## src/rtl/nibble_serial_addsub_pkg.sv

```systemverilog
// Shared types and constants for the nibble-serial add/subtract sequencer.
package nibble_serial_addsub_pkg;

  localparam int unsigned NIBBLE_W = 4;

  typedef enum logic [1:0] {
    StIdle = 2'd0,
    StRun  = 2'd1,
    StDone = 2'd2
  } state_e;

endpackage

```

## src/rtl/nibble_serial_addsub_if.sv

```systemverilog
// Operand/result handshake bundle between producer/consumer and the sequencer.
interface nibble_serial_addsub_if #(
  parameter int unsigned WIDTH = 16
);

  logic             in_valid;
  logic             in_ready;
  logic [WIDTH-1:0] i0;
  logic [WIDTH-1:0] i1;
  logic             sub;
  logic             out_valid;
  logic             out_ready;
  logic [WIDTH-1:0] o;
  logic             cout;

  // Producer/consumer side.
  modport master (
    output in_valid, i0, i1, sub, out_ready,
    input  in_ready, out_valid, o, cout
  );

  // Sequencer side.
  modport slave (
    input  in_valid, i0, i1, sub, out_ready,
    output in_ready, out_valid, o, cout
  );

endinterface

```

## src/rtl/nibble_serial_addsub_add4_cout_cin.sv

```systemverilog
// Combinational 4-bit add-with-carry slice; the only adder in the sequencer.
module add4_cout_cin
  import nibble_serial_addsub_pkg::*;
(
  input  logic [NIBBLE_W-1:0] i_i0,
  input  logic [NIBBLE_W-1:0] i_i1,
  input  logic                i_cin,
  output logic [NIBBLE_W-1:0] o_o,
  output logic                o_cout
);

  logic [NIBBLE_W:0] w_sum;

  // Widen by one bit so the carry-out falls out of the top.
  always_comb begin
    w_sum  = {1'b0, i_i0} + {1'b0, i_i1} + {{NIBBLE_W{1'b0}}, i_cin};
    o_o    = w_sum[NIBBLE_W-1:0];
    o_cout = w_sum[NIBBLE_W];
  end

endmodule

```

## src/rtl/nibble_serial_addsub.sv

```systemverilog
// Multi-precision add/subtract: one nibble per cycle, LSB first, through a shared 4-bit slice.
module nibble_serial_addsub
  import nibble_serial_addsub_pkg::*;
#(
  parameter int unsigned WIDTH = 16
) (
  input logic                   i_clk,
  input logic                   i_resetn,
  nibble_serial_addsub_if.slave bus
);

  localparam int unsigned NIBBLES = WIDTH / NIBBLE_W;
  localparam int unsigned IDX_W   = (NIBBLES > 1) ? $clog2(NIBBLES) : 1;
  localparam logic [IDX_W-1:0] LAST_IDX = IDX_W'(NIBBLES - 1);

  state_e              r_state;
  state_e              w_state_next;
  logic [IDX_W-1:0]    r_idx;
  logic                r_carry;
  logic [WIDTH-1:0]    r_a;
  logic [WIDTH-1:0]    r_b;
  logic [WIDTH-1:0]    r_o;
  logic                r_cout;

  logic                w_accept;
  logic                w_last;
  logic [NIBBLE_W-1:0] w_a_nib;
  logic [NIBBLE_W-1:0] w_b_nib;
  logic [NIBBLE_W-1:0] w_sum_nib;
  logic                w_slice_cout;

  // Select the current nibble of each operand for the shared slice.
  always_comb begin
    w_a_nib = r_a[NIBBLE_W*r_idx +: NIBBLE_W];
    w_b_nib = r_b[NIBBLE_W*r_idx +: NIBBLE_W];
  end

  add4_cout_cin u_add4 (
    .i_i0   (w_a_nib),
    .i_i1   (w_b_nib),
    .i_cin  (r_carry),
    .o_o    (w_sum_nib),
    .o_cout (w_slice_cout)
  );

  // Next-state logic and handshake outputs.
  always_comb begin
    w_state_next  = r_state;
    w_accept      = 1'b0;
    w_last        = (r_idx == LAST_IDX);
    bus.in_ready  = (r_state == StIdle);
    bus.out_valid = (r_state == StDone);
    unique case (r_state)
      StIdle: begin
        if (bus.in_valid) begin
          w_accept     = 1'b1;
          w_state_next = StRun;
        end
      end
      StRun: begin
        if (w_last) w_state_next = StDone;
      end
      StDone: begin
        if (bus.out_ready) w_state_next = StIdle;
      end
      default: w_state_next = StIdle;
    endcase
  end

  // State register.
  always_ff @(posedge i_clk) begin
    if (!i_resetn) r_state <= StIdle;
    else           r_state <= w_state_next;
  end

  // Operand capture, nibble counter, carry chain and result assembly.
  always_ff @(posedge i_clk) begin
    if (!i_resetn) begin
      r_idx   <= '0;
      r_carry <= 1'b0;
      r_a     <= '0;
      r_b     <= '0;
      r_o     <= '0;
      r_cout  <= 1'b0;
    end else if (w_accept) begin
      // Subtract as a + ~b + 1: invert b here and seed the carry with 1.
      r_a     <= bus.i0;
      r_b     <= bus.sub ? ~bus.i1 : bus.i1;
      r_carry <= bus.sub;
      r_idx   <= '0;
      r_o     <= '0;
    end else if (r_state == StRun) begin
      r_o[NIBBLE_W*r_idx +: NIBBLE_W] <= w_sum_nib;
      r_carry                          <= w_slice_cout;
      if (w_last) r_cout <= w_slice_cout;
      else        r_idx  <= r_idx + 1'b1;
    end
  end

  assign bus.o    = r_o;
  assign bus.cout = r_cout;

endmodule

```

## src/flat_wrapper.sv

```systemverilog
// flat-port wrapper written by rule: the top's interface ports become plain ports
module nibble_serial_addsub_flat import nibble_serial_addsub_pkg::*;
#(
  parameter int unsigned WIDTH = 16
)
  (i_clk, i_resetn, bus_in_valid, bus_i0, bus_i1, bus_sub, bus_out_ready, bus_in_ready, bus_out_valid, bus_o, bus_cout);
  nibble_serial_addsub_if #(.WIDTH(WIDTH)) bus_i ();
  input logic i_clk;
  input logic i_resetn;
  input wire logic [$bits(bus_i.in_valid)-1:0] bus_in_valid;
  input wire logic [$bits(bus_i.i0)-1:0] bus_i0;
  input wire logic [$bits(bus_i.i1)-1:0] bus_i1;
  input wire logic [$bits(bus_i.sub)-1:0] bus_sub;
  input wire logic [$bits(bus_i.out_ready)-1:0] bus_out_ready;
  output wire logic [$bits(bus_i.in_ready)-1:0] bus_in_ready;
  output wire logic [$bits(bus_i.out_valid)-1:0] bus_out_valid;
  output wire logic [$bits(bus_i.o)-1:0] bus_o;
  output wire logic [$bits(bus_i.cout)-1:0] bus_cout;
  assign bus_i.in_valid = bus_in_valid;
  assign bus_i.i0 = bus_i0;
  assign bus_i.i1 = bus_i1;
  assign bus_i.sub = bus_sub;
  assign bus_i.out_ready = bus_out_ready;
  assign bus_in_ready = bus_i.in_ready;
  assign bus_out_valid = bus_i.out_valid;
  assign bus_o = bus_i.o;
  assign bus_cout = bus_i.cout;
  nibble_serial_addsub #(.WIDTH(WIDTH)) u_core (.i_clk(i_clk), .i_resetn(i_resetn), .bus(bus_i));
endmodule
```

## config.mk

```make
export PLATFORM = sky130hd
export DESIGN_NAME = nibble_serial_addsub_flat
export DESIGN_NICKNAME = d
export VERILOG_FILES = /design/src/rtl/nibble_serial_addsub_pkg.sv /design/src/rtl/nibble_serial_addsub_if.sv /design/src/rtl/nibble_serial_addsub_add4_cout_cin.sv /design/src/rtl/nibble_serial_addsub.sv /design/src/flat_wrapper.sv
export SDC_FILE = /design/constraint.sdc
export NUM_CORES = 1
export LEC_CHECK = 0
export BUFFER_PORTS_ARGS = -buffer_cell sky130_fd_sc_hd__buf_2
export CAP_MARGIN = 20
export CORE_MARGIN = 2
export CORE_UTILIZATION = 30
export DETAILED_ROUTE_END_ITERATION = 10
export GPL_ROUTABILITY_DRIVEN = 0
export REMOVE_ABC_BUFFERS = 1
export SLEW_MARGIN = 10
export SYNTH_ARGS = -nofsm -noshare
export SYNTH_HDL_FRONTEND = slang
export SYNTH_SLANG_ARGS = --single-unit
export TNS_END_PERCENT = 30
```

## constraint.sdc

```tcl
create_clock -name i_clk -period 6.1 [get_ports i_clk]
set_clock_uncertainty 0.15 [all_clocks]
set_input_delay 1.22 -clock i_clk [delete_from_list [all_inputs] [get_ports i_clk]]
set_output_delay 1.22 -clock i_clk [all_outputs]
set_load 0.01 [all_outputs]
```

==> results of run 1 <==
## cell type report
type                    count  area, um2  area share (%)
flip-flops and latches     54       1080            35.9
inverters                   8       30.0           0.998
clock buffers               5       68.8            2.29
repair buffers             56        303            10.1
clock inverters             3       43.8            1.46
well taps                 105        131            4.37
multi-input cells         189       1350            44.9
## registers in the layout, summed over array words and instances (netlist names)
signal,flops
u_core.r_idx,2
u_core.r_carry,1
u_core.bus.cout,1
u_core.r_state,2
u_core.bus.o,16
u_core.r_b,16
u_core.r_a,16
## power groups by stage
stage	clock [mW]	combinational (mW)	sequential [mW]
after CTS	0.246	0.124	0.384
after detailed placement	0	0.123	0.393
after global placement	0	0.119	0.392
after floorplan	0	0.0835	0.389
after global routing	0.262	0.136	0.387
final	0.244	0.122	0.384
## logic make-up (layout without fill, tap and decap cells)
group / after synthesis / count (layout) / share of synthesized area, %
fa+ha+maj: 11 / 11 / 5.99
xor+xnor: 18 / 18 / 6.19
buf+inv: 24 / 72 / 4.66
mux: 8 / 8 / 7.07
compound gates: 59 / 59 / 17.7
flops: 54 / 54 / 42.4
simple gates: 93 / 93 / 16.0
## per-layer routing
layer	track usage [%]	wire length, um
met2	21.4	2640
met3	2.66	325
met1	15.4	2510
met4	3.69	51
met5	0	0
## Yosys cell counts, types with 2 or more instances
master / number / share of area [%]
dfxtp_1: 54 / 42
nand2_1: 40 / 5.9
nor2_1: 37 / 5.4
a21oi_1: 18 / 3.5
xnor2_1: 18 / 6.2
a22oi_1: 13 / 3.8
a211oi_2: 10 / 4.9
ha_1: 9 / 4.4
mux4_2: 8 / 7.1
buf_2: 7 / 1.4
inv_1: 7 / 1.0
a211oi_1: 6 / 1.8
a32oi_1: 4 / 1.4
clkbuf_1: 4 / 0.59
nor2b_1: 3 / 0.74
buf_6: 2 / 0.88
fa_1: 2 / 1.6
nand3_1: 2 / 0.39
nor4_2: 2 / 0.98
o21ai_0: 2 / 0.39
## worst register-to-register path: cells and delay by family, from the launching register on
family	cells	cell delay, ns
flip-flops	1	0.91
adder cells (fa/ha/maj)	2	0.82
multiplexers	1	0.63
buffers and inverters	2	0.23
AO/OA/AOI/OAI	1	0.11
AND/OR/NAND/NOR	1	0.11
## final timing paths
path              slack [ns]  cells after the start                      endpoint                    startpoint
setup / recovery        3.08                      7  u_core.bus.o[9]$_SDFFE_PP0P_  u_core.r_idx[0]$_SDFFE_PP0P_
hold / removal          0.31                      2    u_core.r_a[8]$_SDFFE_PN0P_    u_core.r_a[8]$_SDFFE_PN0P_
setup reg to reg        3.08                      7  u_core.bus.o[9]$_SDFFE_PP0P_  u_core.r_idx[0]$_SDFFE_PP0P_
hold reg to reg         0.31                      2    u_core.r_a[8]$_SDFFE_PN0P_    u_core.r_a[8]$_SDFFE_PN0P_
## per-stage QoR
| stage | cell area (um2) | std cells | setup WS (ns) | hold slack (ns) |
|---|---|---|---|---|
| 3_3_place_gp | 2870 | 411 | 3.01 | 0.292 |
| 3_5_place_dp | 2900 | 412 | 3.07 | 0.294 |
| 4_1_cts | 3010 | 420 | 3.05 | 0.308 |
| 5_1_grt | 3010 | 420 | 2.85 | 0.331 |
| 6_report | 3010 | 420 | 3.08 | 0.310 |
| 2_1_floorplan | 2460 | 251 | 3.31 | 0.283 |
==> metrics.yaml, run 1 <==
grt:
  grt_pass1_wl_um: 8940
  antenna_found_initial: 0
  overflow: 0
  grt_max_degree: 50
  grt.total_usage_pct: 12.4
  grt_pass1_vias: 1971
cells_and_area:
  antenna_cells: 0
  layout_commonest_cell: "buf_2"
  drive_above_1_share_pct: 28.3
  area_delta_synth_final_pct: 18.0
  layout_common_cells: "55 x buf_2, 54 x dfxtp_1, 40 x nand2_1"
  nFillCells: 853
  fin_nets: 362
  post-route-util_pct: 36.6
setup_path:
  cp-start-kind: "register"
  worst-path-max-fanout: 16
  end_kind: "register"
  worstPathCellList: "mux4_2 -> fa_1 -> inv_1 -> fa_1 -> inv_1 -> a22oi_1 -> nor2_1"
  cp_slowest_cell: "dfxtp_1"
  max_stage_delay_ns: 0.91
  critPathTopFamily: "flip-flops"
  critPathBufInv: 2
  path_class: "reg2reg"
  crit_required_ns: 6.19
  critPathArrivalTime_ns: 3.11
synth:
  synthDistinctLibCells: 39
  synthesis.area_um2: 2550
  synth_warnings: 0
  synth_edf_count: 0
  synth_ff_type: "dfxtp_1"
  yosysSeqAreaShare_pct: 42.4
  postSynthRegisterBits: 54
  syn_inst: 267
  ys_async_sr_fraction_pct: 0
  avgSynthCellArea_um2: 9.55
sta:
  worst_pin_slew_ns: 0.888
  min_period_ns: 3.02
  rsz0062_at_grt: "no"
  fmaxAchievable_mhz: 331
  fin_crit_sh_pct: 49.5
  drv_slew: 0
  finalSetupViolations: 0
  fin_tns_setup_ns: 0
  slew-limit-headroom_pct: 40.8
  hold_violations: 0
placed_design:
  dpl.hpwl_um: 4110
  numPortBuffers: 55
cts:
  cts_resized: 0
  cts_sinks: 54
  clock_latency_ns: 0.31
  path_clk_slew_ns: 0.10
  clock_path_buffers: 2
  cts_tree: "yes"
  holdBufCountCts: 0
  cts_htree_levels: 2
  root_buffer: "clkbuf_8"
  cts_buffers: 5
  post_cts_buffers: 0
route:
  ant_nets: 0
  vias: 2024
  wl_per_cell_um: 13.2
  drc_errors: 0
  viasPerCell: 4.82
  routed_wl_um: 5530
  drtIter0Drc: 59
  first_pass_iters: 4
power:
  max-vdd-ir-drop_mv: 0.0910
  seqPwrFrac_pct: 51.2
  power_density_nw_per_um2: 249
  power_mw: 0.750
  switching_share_pct: 26.9
  p_leak_nw: 1.19
  pwr-share-clk_pct: 32.5
  switching_power_mw: 0.202
  pwr-share-comb_pct: 16.2
  power.internal_mw: 0.548
die:
  die_area_um2: 9250
  ios: 56
  fp.coreArea_um2: 8220
  initial_utilization_pct: 31.0
  fp.dieH_um: 96.2
  rows: 33
  die_w_um: 96.2
worst_hold_path:
  hp-class: "reg2reg"
flow_run:
  maxCapViolCount: 0
status:
  outcome: "completed"
Note: power is estimated with default switching activity, not from simulation.
==> run 2: changes to the inputs <==
- ABC_AREA: unset -> 1
- clock period: 6.1 -> 3.1 ns (I/O delays scaled with it)
==> metrics.yaml, run 2 <==
worst_hold_path:
  hp-class: "reg2reg"
  hold_path.startpoint: "u_core.bus.o[11]$_SDFFE_PP0P_"
synth:
  ys_async_sr_fraction_pct: 0
  avgSynthCellArea_um2: 8.00
  synth_most_common_cell: "nor2_1"
  synth_compound_area_share_pct: 18.0
  synth-simple-area-share_pct: 22.7
  synth_top_area_share_pct: 41.4
  synth_xor_xnor_area_share_pct: 5.71
  synth_edf_count: 0
  syn_inst: 326
  synth_ff_type: "dfxtp_1"
  synth_warnings: 0
  synth_top_family_by_area: "simple AND/OR/NAND/NOR gates"
  yosysTopAreaCell: "dfxtp_1"
  yosysSeqAreaShare_pct: 41.4
  synth_commonest_cells: "58 x nor2_1, 54 x dfxtp_1, 42 x o21ai_0, 32 x nand2_1, 18 x inv_1"
  postSynthRegisterBits: 54
  synthDistinctLibCells: 32
  synth_area_leaders: "dfxtp_1 41%, nor2_1 8.3%, o21ai_0 8.1%, xnor2_1 5.7%, nand2_1 4.6%"
  muxShareOfSynthArea_pct: 0
  synthesis.area_um2: 2610
  synth_fa_ha_area_share_pct: 5.85
sta:
  min_period_ns: 2.63
  worst_pin_slew_ns: 0.464
  rsz0062_at_grt: "no"
  fin_ws_ns: 0.473
  fin_tns_setup_ns: 0
  slew-limit-headroom_pct: 69.1
  fin_crit_sh_pct: 84.7
  finalSetupViolations: 0
  hold_violations: 0
  drv_slew: 0
  fmaxAchievable_mhz: 381
cts:
  cts_htree_levels: 2
  holdBufCountCts: 0
  clock_latency_ns: 0.30
  cts_sinks: 54
  cts_resized: 0
  cts_tree: "yes"
  cts_buffers: 5
  post_cts_buffers: 0
  clock_path_buffers: 2
  path_clk_slew_ns: 0.10
  root_buffer: "clkbuf_8"
route:
  wl_met3_um: 310
  maxUsedRoutingLayer: "met4"
  ant_nets: 0
  wl_met1_um: 2800
  dr_wl_met2_um: 2680
  drc_errors: 0
  first_pass_iters: 4
  wl_per_cell_um: 12.2
  drtIter0Drc: 88
  vias: 2242
  routed_wl_um: 5900
  viasPerCell: 4.63
power:
  p_leak_nw: 1.28
  max-vdd-ir-drop_mv: 0.165
  power_density_nw_per_um2: 476
grt:
  grt_pass1_wl_um: 10200
  grt_max_degree: 34
  grt_pass1_vias: 2220
  antenna_found_initial: 0
  grt.total_usage_pct: 12.9
  overflow: 0
die:
  die_area_um2: 9460
  die_w_um: 97.3
  rows: 34
  initial_utilization_pct: 30.4
  fp.coreArea_um2: 8590
  fp.dieH_um: 97.3
  ios: 56
setup_path:
  r2r_start: "u_core.r_idx[0]$_SDFFE_PP0P_"
  end_kind: "register"
  path_class: "reg2reg"
  critPathArrivalTime_ns: 2.71
  critPathLaunch: "u_core.r_idx[0]$_SDFFE_PP0P_"
  worst-path-max-fanout: 15
  cp-start-kind: "register"
  crit_required_ns: 3.19
cells_and_area:
  seq_area_um2: 1080
  layout_commonest_cell: "nor2_1"
  post-route-util_pct: 35.6
  final_area_um2: 3060
  antenna_cells: 0
  fin_nets: 423
  layout_common_cells: "58 x nor2_1, 55 x buf_2, 54 x dfxtp_1"
  multiInputGateArea_um2: 1360
  area_delta_synth_final_pct: 17.3
  drive_above_1_share_pct: 23.1
  nFillCells: 952
placed_design:
  dpl.hpwl_um: 4440
  preCtsSetupSlack_ns: 0.504
  dpl_cell_area_um2: 2970
  numPortBuffers: 55
status:
  outcome: "completed"
flow_run:
  maxCapViolCount: 0
==> run 2: path summary, 6_finish.rpt <==
kind                                                      end  slack, ns  cells after the start
worst max register to register  u_core.bus.o[14]$_SDFFE_PP0P_       0.47                     11
worst max-delay path            u_core.bus.o[14]$_SDFFE_PP0P_       0.47                     11
worst min-delay path            u_core.bus.o[11]$_SDFFE_PP0P_       0.32                      2
worst min register to register  u_core.bus.o[11]$_SDFFE_PP0P_       0.32                      2
==> run 2: logic make-up after synthesis <==
logic type | after synthesis
fa+ha+maj | 11
simple gates | 125
xor+xnor | 17
compound gates | 81
buf+inv | 38
flops | 54
==> run 2: routing by layer <==
metal  global-route usage (%)  up-vias
met5                        0        -
met4                     3.95        0
met3                     3.02        9
met2                     21.6       46
met1                     16.6     1004
li1                         -     1183
==> run 2: final cells by class <==
type | instances | share of cell area [%]
multi-input combinational | 234 | 44.6
sequential | 54 | 35.3
timing repair buffer | 60 | 10.2
tap | 108 | 4.42
clock buffer | 7 | 2.82
inverter | 20 | 2.45
clock inverter | 1 | 0.164
==> run 2: through the flow <==
step / std cells / hold slack, ns / total power [mW]
floorplan: 308 / 0.297 / 0.972
global placement: 476 / 0.304 / 1.07
detailed placement: 476 / 0.306 / 1.08
CTS: 484 / 0.321 / 1.48
global route: 484 / 0.337 / 1.55
finish: 484 / 0.318 / 1.46
==> run 2: power by group <==
| part | internal, mW | switching (mW) | leakage [nW] |
|---|---|---|---|
| Sequential | 0.735 | 0.0247 | 0.442 |
| Combinational | 0.114 | 0.182 | 0.787 |
| Clock | 0.181 | 0.219 | 0.0482 |
| Total | 1.03 | 0.426 | 1.28 |
==> run 2: critical path, stage by stage (launching register included) <==
cell and delay, ns:
dfxtp_1 0.33, inv_1 0.32, o21ai_0 0.14, o22ai_1 0.22, fa_1 0.23, inv_1 0.06, fa_1 0.40, xnor2_1 0.29
nand2_1 0.08, nor2_1 0.14, nand2_1 0.08, a21oi_1 0.11
